$ cat config.mk
export PLATFORM = sky130hd
export DESIGN_NAME = iterative_shift_ctrl
export DESIGN_NICKNAME = d
export VERILOG_FILES = /design/src/rtl/iterative_shift_ctrl.sv
export SDC_FILE = /design/constraint.sdc
export NUM_CORES = 1
export LEC_CHECK = 0
export CAP_MARGIN = 20
export CORE_UTILIZATION = 47
export CTS_CLUSTER_DIAMETER = 60
export DETAILED_ROUTE_END_ITERATION = 12
export PLACE_DENSITY_LB_ADDON = 0.2
export SLEW_MARGIN = 20
export SYNTH_ARGS = -nofsm -noshare
export SYNTH_HDL_FRONTEND = slang
export SYNTH_SLANG_ARGS = --single-unit
$ cat constraint.sdc
create_clock -name clk -period 2.56 [get_ports clk]
set_clock_uncertainty 0.05 [all_clocks]
set_input_delay 0.384 -clock clk [delete_from_list [all_inputs] [get_ports clk]]
set_output_delay 0.384 -clock clk [all_outputs]
set_load 0.005 [all_outputs]
$ cat src/rtl/iterative_shift_ctrl.sv
// Multi-cycle RV32I shift unit (SLL/SRL/SRA) that applies a single-bit shift per cycle.
// Optional build macro ITER_SHIFT_FAST4_EN adds a 4-bit step taken while at least 4 shifts remain.
module iterative_shift_ctrl #(
    parameter int WIDTH   = 32,
    parameter int SHAMT_W = 5
) (
    input  logic               clk,
    input  logic               rst,
    input  logic               start,
    input  logic [1:0]         op,
    input  logic [WIDTH-1:0]   operand,
    input  logic [SHAMT_W-1:0] shamt,
    output logic               ready,
    output logic               busy,
    output logic               done,
    output logic [WIDTH-1:0]   result
);

    localparam logic [1:0] ST_IDLE  = 2'd0;
    localparam logic [1:0] ST_SHIFT = 2'd1;
    localparam logic [1:0] ST_DONE  = 2'd2;

    localparam logic [1:0] OP_SLL = 2'b00;
    localparam logic [1:0] OP_SRL = 2'b01;
    localparam logic [1:0] OP_SRA = 2'b10;
    localparam logic [1:0] OP_RSV = 2'b11;

    logic [1:0]         r_state;
    logic [1:0]         r_op;
    logic [SHAMT_W-1:0] r_cnt;
    logic [WIDTH-1:0]   r_work;
    logic [WIDTH-1:0]   r_result;

    logic               w_step_by4;
    logic [SHAMT_W-1:0] w_cnt_next;
    logic [WIDTH-1:0]   w_work_next;

    always_comb begin
`ifdef ITER_SHIFT_FAST4_EN
        w_step_by4 = (r_cnt >= SHAMT_W'(4));
`else
        w_step_by4 = 1'b0;
`endif
        w_cnt_next  = w_step_by4 ? (r_cnt - SHAMT_W'(4)) : (r_cnt - SHAMT_W'(1));
        // NOTE: default first so every path assigns the signal and no latch is inferred.
        w_work_next = r_work;
        case (r_op)
            OP_SLL: w_work_next = w_step_by4 ? {r_work[WIDTH-5:0], 4'b0000}
                                             : {r_work[WIDTH-2:0], 1'b0};
            OP_SRL: w_work_next = w_step_by4 ? {4'b0000, r_work[WIDTH-1:4]}
                                             : {1'b0, r_work[WIDTH-1:1]};
            OP_SRA: w_work_next = w_step_by4 ? {{4{r_work[WIDTH-1]}}, r_work[WIDTH-1:4]}
                                             : {r_work[WIDTH-1], r_work[WIDTH-1:1]};
            default: w_work_next = r_work;
        endcase
    end

    // NOTE: state updates use non-blocking assignments so all registers see pre-edge values.
    always_ff @(posedge clk) begin
        if (rst) begin
            r_state  <= ST_IDLE;
            r_op     <= 2'b00;
            r_cnt    <= '0;
            r_work   <= '0;
            r_result <= '0;
        end else begin
            case (r_state)
                ST_IDLE: begin
                    if (start) begin
                        r_work <= operand;
                        r_op   <= op;
                        r_cnt  <= shamt;
                        if (shamt != '0 && op != OP_RSV) begin
                            r_state <= ST_SHIFT;
                        end else begin
                            r_state  <= ST_DONE;
                            r_result <= operand;
                        end
                    end
                end
                ST_SHIFT: begin
                    r_work <= w_work_next;
                    r_cnt  <= w_cnt_next;
                    // Last step: the freshly shifted value goes straight into result.
                    if (w_cnt_next == '0) begin
                        r_state  <= ST_DONE;
                        r_result <= w_work_next;
                    end
                end
                ST_DONE: r_state <= ST_IDLE;
                default: r_state <= ST_IDLE;
            endcase
        end
    end

    assign ready  = (r_state == ST_IDLE);
    assign busy   = (r_state == ST_SHIFT) || (r_state == ST_DONE);
    assign done   = (r_state == ST_DONE);
    assign result = r_result;

endmodule

==> results of run 1 <==
[how the worst min path moves through the flow]
stage	startpoint	endpoint	slack (ps)
after global placement	r_work[9]	r_work[9]	410
final	r_work[9]	r_work[9]	430
after floorplan	r_work[9]	r_work[9]	390
after detailed placement	r_work[9]	r_work[9]	420
after global routing	r_work[9]	r_work[9]	440
after CTS	r_work[9]	r_work[9]	430
[sequential cells by signal, indices dropped and copies added, names as in the netlist]
signal,cells
r_cnt,5
r_op,2
r_state,2
r_work,32
result,32
[placed cells by master (no fill, tap or decap), drive strengths merged, types with 15 or more instances in the layout]
master         synthesis  layout
a211oi                16      16
a21oi                 52      52
a22oi                 15      15
buf                   13      15
clkdlybuf4s50          0      75
dfxtp                 73      73
nand2                 47      47
nor2                  33      33
nor2b                 22      22
o21a                  18      18
o21ai                 35      35
o221ai                23      23
or3                   23      23
[final cells by class]
class	count	area [um2]	area share
clock buffer	9	124	0.0252
clock inverter	7	103	0.0209
timing repair buffer	90	911	0.185
inverter	9	33.8	0.00688
tap	102	128	0.0260
sequential	73	1460	0.298
multi-input combinational	351	2150	0.438
[stage by stage]
stage	instance area, um2	cells
after global routing	4910	641
final	4910	641
after floorplan	3820	477
after global placement	4680	625
after detailed placement	4680	625
after CTS	4910	641
[cell families (layout without fill, tap and decap cells)]
group           Yosys count  in the layout  share of synthesized area
mux                      11             11                     0.0301
simple gates            150            150                      0.194
flops                    73             73                      0.382
fa+ha+maj                 5              5                     0.0164
xor+xnor                  2              2                    0.00458
compound gates          183            183                      0.317
buf+inv                  53            115                     0.0556
[layer usage]
metal | wire, um | GRT usage
met2 | 4530 | 0.364
met5 | 0 | 0
met1 | 5000 | 0.380
met4 | 165 | 0.103
met3 | 545 | 0.0315
[report_power, final]
part           internal, mW  leakage, nW  switching (mW)
Combinational         0.954        0.967            1.08
Sequential             1.41        0.598           0.215
Clock                 0.559        0.110           0.467
Total                  2.92         1.68            1.76
[worst max-delay path: stages, from the launching register on]
cell	delay, ps
dfxtp_1	420
inv_1	110
ha_1	260
xnor2_1	140
nand4b_1	140
o31a_1	340
buf_12	180
or4_1	500
o21ai_0	80
==> key figures, run 1 <==
Global routing
  • Overflow after GRT: 0
  • Vias in the first global route: 3409
  • GR Util All Layers: 0.254
  • Initial antenna violation count: 0
  • Pin count of the biggest net entering global routing: 64
  • Global-route wire length before repair: between 15000 and 20000 um

Placed design
  • Worst slack, placed: 7.94 ps
  • DP HPWL: 7130 um
  • Final GP Congestion: 0.800
  • IO Port Bufs: 76

Run
  • Max cap viols: 0

Floorplanning
  • Initial Utilization: 0.490
  • DIE AREA: 8500 um2
  • I/O pin count: 77
  • Core ar.: 7810 um2
  • Chip width: 92.2 um
  • Die H: a little over 90 um
  • Core Rows: 32

Timing
  • Final hold vios: 0
  • Final Max Slew Viols: 0
  • Slew of the pin with the lowest slew margin: 790 ps
  • Worst slew margin: 0.473
  • Setup violators final: 0
  • Final worst slack: approximately 250 ps
  • Crit path time final: 2310 ps
  • Total Neg Setup Slack: 0 ps
  • Fmax: 0.433 GHz
  • RSZ-0062 raised after global routing: no
  • Worst Hold Slack: approximately 430 ps
  • Fin crit share: 0.901

Yosys
  • Yosys cell types: 47
  • Most common cell in the netlist: dfxtp_1
  • Number of synthesized register bits: 73
  • Post-synth top cells: dfxtp_1 (73), a21oi_1 (52), nand2_1 (47)
  • Syn Nets: approximately 520
  • Synth async-reset ratio: 0
  • Seq/Total Area, Yosys: 0.382
  • Post-synth top area share: 0.382
  • Top cells by area, synth: dfxtp_1 (38%), a21oi_1 (6.8%), o221ai_1 (5.3%)
  • Area leader, netlist: dfxtp_1
  • Synth Cell Area: around 3800 um2
  • Synthesis Warnings: 0
  • Post-synth EDFFs: 0
  • Syn avg cell area: 8.01 um2
  • Post-synth top flop: dfxtp_1
  • Synth Instances: 477

Power and ir drop
  • Pleak: 1.68 nW
  • Maximum vdd ir drop: 0.000407 V
  • Power, Total: 4.68 mW
  • PwrDens: 953 nW/um2

Clock network
  • Post-CTS Setup Inserts: 0
  • Clock slew at reported path FFs: 80 ps
  • Clk Latency, worst-skew pair: between 300 and 400 ps
  • TritonCTS clock tree: yes
  • CTS H-tree lvls: 3
  • Root Buffer: clkbuf_8
  • Clk buf depth: 2
  • Resized Gates After CTS: 0
  • # hold bufs at CTS: 0
  • TritonCTS buffer count: 9
  • Clock Sink Count: 73

Detailed routing
  • Vias per cell: 5.89
  • DRC Markers: 0
  • 1st-iter DRT viols: 311
  • Routed Antenna Nets: 0
  • Vias post-DR: 3776
  • Drt wl/cell: ~16 um
  • WL final: 10200 um
  • Pre-Repair DR Iteration Count: 5

Finish
  • Ratio of cells with drive above 1 in the final layout: 0.0816
  • Core Util, Final: 0.629
  • Layout fillers: approximately 720
  • Area grow syn2layout: 28.5%
  • Antenna cells: 0
  • Fin nets: 581

Setup path
  • FF-to-FF End: result[30]
  • Crit Path Class: flop to flop
  • Crit-path max FO: 52
  • Worst Setup EP: result[30]
  • R2r worst-path depth: 8
  • Crit path launch type: flop
  • Arr. time, crit path: 2540 ps
  • CP endpoint kind: flop
  • CP startpoint: r_cnt[0]
  • R2R setup slack: ~250 ps
  • Worst R2R Start: r_cnt[0]
  • Worst path required time: roughly 2800 ps

Hold path
  • Hold path depth: 2
  • Hold Crit Class: flop to flop

Outcome
  • Outcome: complete, no violations
Note: power is estimated with default switching activity, not from simulation.
==> run 2: changes to the inputs <==
- GPL_ROUTABILITY_DRIVEN: unset -> 1
==> results of run 2 <==
No change in the layout: final DEF, timing and power equal those of run 1.
